<file path="src/rtl/axi_lite_and_gate.sv">
// AXI4-Lite AND-gate peripheral: OPA/OPB operands, registered RESULT = OPA & OPB, CTRL LED enable; `AND_GATE_IRQ_EN adds STATUS and irq_o.
// Latency: B one cycle after AW+W, R one cycle after AR; each channel holds its ready low until its response handshakes.
module axi_lite_and_gate #(
  parameter int ADDR_WIDTH = 8,
  parameter int DATA_WIDTH = 32,
  parameter int LED_WIDTH  = 4
) (
  input  logic                    ACLK,
  input  logic                    ARESETn,
  input  logic [ADDR_WIDTH-1:0]   s_axi_awaddr,
  input  logic                    s_axi_awvalid,
  output logic                    s_axi_awready,
  input  logic [DATA_WIDTH-1:0]   s_axi_wdata,
  input  logic [DATA_WIDTH/8-1:0] s_axi_wstrb,
  input  logic                    s_axi_wvalid,
  output logic                    s_axi_wready,
  output logic [1:0]              s_axi_bresp,
  output logic                    s_axi_bvalid,
  input  logic                    s_axi_bready,
  input  logic [ADDR_WIDTH-1:0]   s_axi_araddr,
  input  logic                    s_axi_arvalid,
  output logic                    s_axi_arready,
  output logic [DATA_WIDTH-1:0]   s_axi_rdata,
  output logic [1:0]              s_axi_rresp,
  output logic                    s_axi_rvalid,
  input  logic                    s_axi_rready,
  output logic [LED_WIDTH-1:0]    leds_o
`ifdef AND_GATE_IRQ_EN
  ,
  output logic                    irq_o
`endif
);

  localparam int STRB_WIDTH = DATA_WIDTH / 8;
  localparam logic [1:0] RESP_OKAY   = 2'b00;
  localparam logic [1:0] RESP_SLVERR = 2'b10;
`ifdef AND_GATE_IRQ_EN
  localparam logic [ADDR_WIDTH-1:0] WIN_END = ADDR_WIDTH'(20);
`else
  localparam logic [ADDR_WIDTH-1:0] WIN_END = ADDR_WIDTH'(16);
`endif
  localparam logic [2:0] IDX_OPA    = 3'd0;
  localparam logic [2:0] IDX_OPB    = 3'd1;
  localparam logic [2:0] IDX_RESULT = 3'd2;
  localparam logic [2:0] IDX_CTRL   = 3'd3;
  localparam logic [2:0] IDX_STATUS = 3'd4;

  typedef enum logic {W_IDLE, W_RESP} w_state_e;
  typedef enum logic {R_IDLE, R_DATA} r_state_e;

  function automatic logic [DATA_WIDTH-1:0] merge_bytes(
    input logic [DATA_WIDTH-1:0] old_val,
    input logic [DATA_WIDTH-1:0] new_val,
    input logic [STRB_WIDTH-1:0] strb
  );
    logic [DATA_WIDTH-1:0] r;
    r = old_val;
    for (int b = 0; b < STRB_WIDTH; b++) begin
      if (strb[b]) r[8*b +: 8] = new_val[8*b +: 8];
    end
    return r;
  endfunction

  // Register file
  logic [DATA_WIDTH-1:0] opa, opb, result;
  logic                  led_en;
  logic                  irq_en;
  logic                  res_chg;
  logic [DATA_WIDTH-1:0] ctrl_rd;

  // Readies stay low while reset is asserted and for the first cycle after release.
  logic rdy_en;

  always_ff @(posedge ACLK or negedge ARESETn) begin
    if (!ARESETn) rdy_en <= 1'b0;
    else          rdy_en <= 1'b1;
  end

  // ---------------- Write channel ----------------
  w_state_e              w_state, w_state_nxt;
  logic                  aw_held, w_held;
  logic [ADDR_WIDTH-1:0] aw_addr_q;
  logic [DATA_WIDTH-1:0] wdata_q;
  logic [STRB_WIDTH-1:0] wstrb_q;
  logic [1:0]            bresp_q;

  logic                  aw_hs, w_hs, wr_commit, wr_ok;
  logic [ADDR_WIDTH-1:0] wr_addr;
  logic [DATA_WIDTH-1:0] wr_data;
  logic [STRB_WIDTH-1:0] wr_strb;
  logic [2:0]            wr_idx;

  assign aw_hs     = s_axi_awvalid && s_axi_awready;
  assign w_hs      = s_axi_wvalid && s_axi_wready;
  // A channel captured in an earlier cycle is taken from its holding register.
  assign wr_addr   = aw_held ? aw_addr_q : s_axi_awaddr;
  assign wr_data   = w_held ? wdata_q : s_axi_wdata;
  assign wr_strb   = w_held ? wstrb_q : s_axi_wstrb;
  assign wr_commit = (w_state == W_IDLE) && (aw_held || aw_hs) && (w_held || w_hs);
  assign wr_ok     = wr_addr < WIN_END;
  assign wr_idx    = wr_addr[4:2];

  always_ff @(posedge ACLK or negedge ARESETn) begin
    if (!ARESETn) w_state <= W_IDLE;
    else          w_state <= w_state_nxt;
  end

  always_comb begin
    w_state_nxt = w_state;
    case (w_state)
      W_IDLE:  if (wr_commit) w_state_nxt = W_RESP;
      W_RESP:  if (s_axi_bvalid && s_axi_bready) w_state_nxt = W_IDLE;
      default: w_state_nxt = W_IDLE;
    endcase
  end

  always_comb begin
    s_axi_awready = rdy_en && (w_state == W_IDLE) && !aw_held;
    s_axi_wready  = rdy_en && (w_state == W_IDLE) && !w_held;
    s_axi_bvalid  = (w_state == W_RESP);
  end

  always_ff @(posedge ACLK or negedge ARESETn) begin
    if (!ARESETn) begin
      aw_held   <= 1'b0;
      w_held    <= 1'b0;
      aw_addr_q <= '0;
      wdata_q   <= '0;
      wstrb_q   <= '0;
      bresp_q   <= RESP_OKAY;
    end else if (wr_commit) begin
      aw_held <= 1'b0;
      w_held  <= 1'b0;
      bresp_q <= wr_ok ? RESP_OKAY : RESP_SLVERR;
    end else begin
      if (aw_hs) begin
        aw_held   <= 1'b1;
        aw_addr_q <= s_axi_awaddr;
      end
      if (w_hs) begin
        w_held  <= 1'b1;
        wdata_q <= s_axi_wdata;
        wstrb_q <= s_axi_wstrb;
      end
    end
  end

  assign s_axi_bresp = bresp_q;

  always_ff @(posedge ACLK or negedge ARESETn) begin
    if (!ARESETn) begin
      opa    <= '0;
      opb    <= '0;
      led_en <= 1'b0;
      irq_en <= 1'b0;
    end else if (wr_commit && wr_ok) begin
      case (wr_idx)
        IDX_OPA: opa <= merge_bytes(opa, wr_data, wr_strb);
        IDX_OPB: opb <= merge_bytes(opb, wr_data, wr_strb);
        IDX_CTRL: begin
          if (wr_strb[0]) begin
            led_en <= wr_data[0];
`ifdef AND_GATE_IRQ_EN
            irq_en <= wr_data[1];
`endif
          end
        end
        default: ;
      endcase
    end
  end

  // RESULT trails an operand commit by one edge and the LEDs trail RESULT by one more.
  always_ff @(posedge ACLK or negedge ARESETn) begin
    if (!ARESETn) begin
      result <= '0;
      leds_o <= '0;
    end else begin
      result <= opa & opb;
      leds_o <= led_en ? result[LED_WIDTH-1:0] : '0;
    end
  end

`ifdef AND_GATE_IRQ_EN
  logic res_set, res_clr;

  assign res_set = (opa & opb) != result;
  assign res_clr = wr_commit && wr_ok && (wr_idx == IDX_STATUS) && wr_strb[0] && wr_data[0];

  // A new change arriving with the clear keeps the flag set.
  always_ff @(posedge ACLK or negedge ARESETn) begin
    if (!ARESETn)     res_chg <= 1'b0;
    else if (res_set) res_chg <= 1'b1;
    else if (res_clr) res_chg <= 1'b0;
  end

  assign irq_o   = res_chg && irq_en;
  assign ctrl_rd = {{(DATA_WIDTH-2){1'b0}}, irq_en, led_en};
`else
  assign res_chg = 1'b0;
  assign ctrl_rd = {{(DATA_WIDTH-1){1'b0}}, led_en};
`endif

  // ---------------- Read channel ----------------
  r_state_e              r_state, r_state_nxt;
  logic                  ar_hs, rd_ok;
  logic [DATA_WIDTH-1:0] rd_word, rdata_q;
  logic [1:0]            rresp_q;

  assign ar_hs = s_axi_arvalid && s_axi_arready;
  assign rd_ok = s_axi_araddr < WIN_END;

  always_comb begin
    rd_word = '0;
    if (rd_ok) begin
      case (s_axi_araddr[4:2])
        IDX_OPA:    rd_word = opa;
        IDX_OPB:    rd_word = opb;
        IDX_RESULT: rd_word = result;
        IDX_CTRL:   rd_word = ctrl_rd;
        IDX_STATUS: rd_word = {{(DATA_WIDTH-1){1'b0}}, res_chg};
        default:    rd_word = '0;
      endcase
    end
  end

  always_ff @(posedge ACLK or negedge ARESETn) begin
    if (!ARESETn) r_state <= R_IDLE;
    else          r_state <= r_state_nxt;
  end

  always_comb begin
    r_state_nxt = r_state;
    case (r_state)
      R_IDLE:  if (ar_hs) r_state_nxt = R_DATA;
      R_DATA:  if (s_axi_rvalid && s_axi_rready) r_state_nxt = R_IDLE;
      default: r_state_nxt = R_IDLE;
    endcase
  end

  always_comb begin
    s_axi_arready = rdy_en && (r_state == R_IDLE);
    s_axi_rvalid  = (r_state == R_DATA);
  end

  // Read data is sampled from the registers before any write committing on the same edge.
  always_ff @(posedge ACLK or negedge ARESETn) begin
    if (!ARESETn) begin
      rdata_q <= '0;
      rresp_q <= RESP_OKAY;
    end else if (ar_hs) begin
      rdata_q <= rd_word;
      rresp_q <= rd_ok ? RESP_OKAY : RESP_SLVERR;
    end
  end

  assign s_axi_rdata = rdata_q;
  assign s_axi_rresp = rresp_q;

endmodule

</file>
<file path="config.mk">
export PLATFORM = sky130hd
export DESIGN_NAME = axi_lite_and_gate
export DESIGN_NICKNAME = d
export VERILOG_FILES = /design/src/rtl/axi_lite_and_gate.sv
export SDC_FILE = /design/constraint.sdc
export NUM_CORES = 1
export LEC_CHECK = 0
export BUFFER_PORTS_ARGS = -buffer_cell sky130_fd_sc_hd__buf_4
export CORE_MARGIN = 2
export CORE_UTILIZATION = 40
export CTS_CLUSTER_SIZE = 16
export DETAILED_ROUTE_END_ITERATION = 10
export PLACE_DENSITY_LB_ADDON = 0.05
export SKIP_CTS_REPAIR_TIMING = 1
export SYNTH_ARGS = -nofsm -noshare
export SYNTH_HDL_FRONTEND = slang
export SYNTH_SLANG_ARGS = --single-unit
export TNS_END_PERCENT = 100
</file>
<file path="constraint.sdc">
create_clock -name ACLK -period 2.1 [get_ports ACLK]
set_input_delay 0.42 -clock ACLK [delete_from_list [all_inputs] [get_ports ACLK]]
set_output_delay 0.42 -clock ACLK [all_outputs]
set_load 0.02 [all_outputs]
</file>
==> impl_metrics.toml <==
[global_route]
grt_pass1_vias = 5152
grt_max_degree = 55
overflow = 0
grt_pass1_wl_um = 27590
antenna_found_initial = 0
grt_usage_pct = 17.53

[detailed_routing]
drc = 0
ant_nets = 0
drt-vias-per-instance = 5.045
drtIter0Drc = 186
dr.pass1.iters = 4
wl_per_cell_um = 18.08
vias = 4853
routed_wl_um = 17390

[yosys]
avgSynthCellArea_um2 = 13.87
ys_ff_latch = 182
synth_mux_area_share_pct = 24.84
yosysMostFrequentCell = "dfrtp_1"
synth_edf_count = 0
yosys.area_share.adder_pct = 0
synthFlopType = "dfrtp_1"
yosys.area_share.simple_pct = 8.196
post-synth-top-area-fraction_pct = 57.70
synth_compound_area_share_pct = 6.848
syn-instance-count = 569
yosysSeqAreaShare_pct = 57.70
ys_types = 34
synth_area_leader_cell = "dfrtp_1"
synth_area_leaders = "dfrtp_1 58%, mux2_2 19%, mux2i_1 4.1%"
synth_common_cells = "182 x dfrtp_1, 136 x mux2_2, 36 x and2_1, 36 x nand2_1, 35 x o21ai_0"
synthXorXnorAreaFrac_pct = 0
synth_top_family_by_area = "multiplexers"
syn_area_um2 = 7893
yosysWarnings = 0
synthArstFlopShare_pct = 100.0

[timing]
period_share_pct = 97.99
maxSlewViolCount = 0
worst_hold_slack_ns = 0.1699
clock.fmax_mhz = 486.0
period_minus_slack_ns = 2.058
finalSetupViolCount = 0
clock_skew_ns = 0.01083
worst_pin_slew_ns = 0.6424
hold_violations = 0
fin_tns_setup_ns = 0
slew_headroom_pct = 56.98
rsz0062_at_grt = "yes"
timing.final.ws_setup_ns = 0.04231

[floorplan]
core_area_um2 = 19400
fp.dieW_um = 144.5
rows = 51
start_util_pct = 40.69
io_pins = 104
die_h_um = 144.5
die_area_um2 = 20870

[worst_setup_path]
arrival_ns = 2.36
crit_fanout = 8
crit_path_start_kind = "flip-flop"
reg2reg_slack_ns = 0.04
worstPathRequired_ns = 2.40
crit_type = "reg2reg"
endpoint_kind = "flip-flop"

[placed_design]
post_dp_cell_area_um2 = 9085
dp_hpwl_um = 11530
port_buffers = 97
dp.cells = 927
gp_congestion = 0.7107
pre_cts_ws_ns = -0.09706

[layout]
fin_nets = 743
syn2layout_area_growth_pct = 23.41
finalInstanceArea_um2 = 9741
drive_gt1_share_pct = 45.05
finish.cell_count_without_fillers = 962
n_antenna_cell = 0
fill_cells = 1760

[outcome]
status = "complete, no violations"

[clock_tree]
cts.sink_count = 182
path_clk_slew_ns = 0.06
numCtsBuffers = 17
clk_path_buf_depth = 2
root_buffer = "clkbuf_16"
h-tree-depth = 4
clk_latency_ns = 0.42
cts_tree = "done"

[power_and_ir_drop]
p_per_area_nw_per_um2 = 1114
ir_worst_vdd_mv = 0.6221
leakagePower_nw = 4.716

[run]
max_cap_violations = 0

[hold_path]
hold_class = "in2reg"
## layout by cell type (no fill, tap or decap), types with 3 or more instances in the layout
cell type     n
clkbuf_16    18
nand4_4       8
clkinv_2      3
clkbuf_8      3
mux2_4        6
and2_1       36
nand2b_1      3
a21oi_1       4
conb_1        3
o21ai_0      35
buf_12        7
buf_4       114
clkinvlp_4    3
inv_1         6
nor2_1        4
mux2i_1      32
mux2_2      136
nand2_1      36
dfrtp_1     181
a22o_1       32
## per-layer routing
metal  vias to the layer above  wire (um)  GRT usage, %
li1                       2264          -             -
met1                      2484       7720         22.53
met2                        85       8677         29.93
met3                        20        667         2.947
met4                         0        325         6.285
met5                         -          0             0
## cells by family (layout without fill, tap and decap cells)
kind of cell	after synthesis	in the layout
and+or+nand+nor	99	99
DFF	182	182
muxes	175	175
buffers and inverters	35	162
other	2	3
AOI/OAI and AO/OA	76	76
## final timing paths
kind / cells after the start / start / to
max: 5 / aw_addr_q[4] / opb[1]
min: 2 / s_axi_rready / s_axi_rvalid
max reg2reg: 5 / aw_addr_q[4] / opb[1]
min reg2reg: 1 / result[1] / leds_o[1]
max in group asynchronous: 3 / ARESETn / opb[30]
min in group asynchronous: 2 / ARESETn / aw_addr_q[5]
## critical path, stage by stage, from the launching register on
cell,delay (ns)
dfrtp_1,0.38
or4b_4,0.55
o22ai_4,0.24
buf_12,0.17
nand4_4,0.23
mux2_4,0.37
## where the power goes
group | switching (mW) | internal [mW] | total (mW)
Clock | 1.32 | 1.85 | 3.17
Sequential | 0.572 | 4.40 | 4.97
Combinational | 1.20 | 1.50 | 2.70
Total | 3.10 | 7.75 | 10.8
## sequential cells by signal, summed over array words and instances, names as in the netlist
signal	flops
opb	32
s_axi_bresp	1
wstrb_q	4
s_axi_bvalid	1
w_held	1
s_axi_rresp	1
s_axi_rvalid	1
rdy_en	1
led_en	1
s_axi_rdata	32
leds_o	4
result	32
aw_addr_q	6
wdata_q	32
aw_held	1
opa	32
## metrics by stage
| step | util [%] | power [mW] |
|---|---|---|
| 2_1_floorplan | - | 6.847 |
| 3_3_place_gp | 46.83 | 7.564 |
| 3_5_place_dp | 46.83 | 7.738 |
| 4_1_cts | 49.90 | 10.94 |
| 5_1_grt | 50.21 | 11.47 |
| 6_report | 50.21 | 10.85 |
## cell type report
class,count,area (um^2),share of cell area (%)
flip-flops and latches,182,4556,46.77
multi-input cells,353,3194,32.79
repair buffers,124,1042,10.70
clock buffers,21,470.5,4.830
well taps,265,331.6,3.404
clock inverters,11,123.9,1.272
inverters,6,22.52,0.2312
Note: power is estimated with default switching activity, not from simulation.
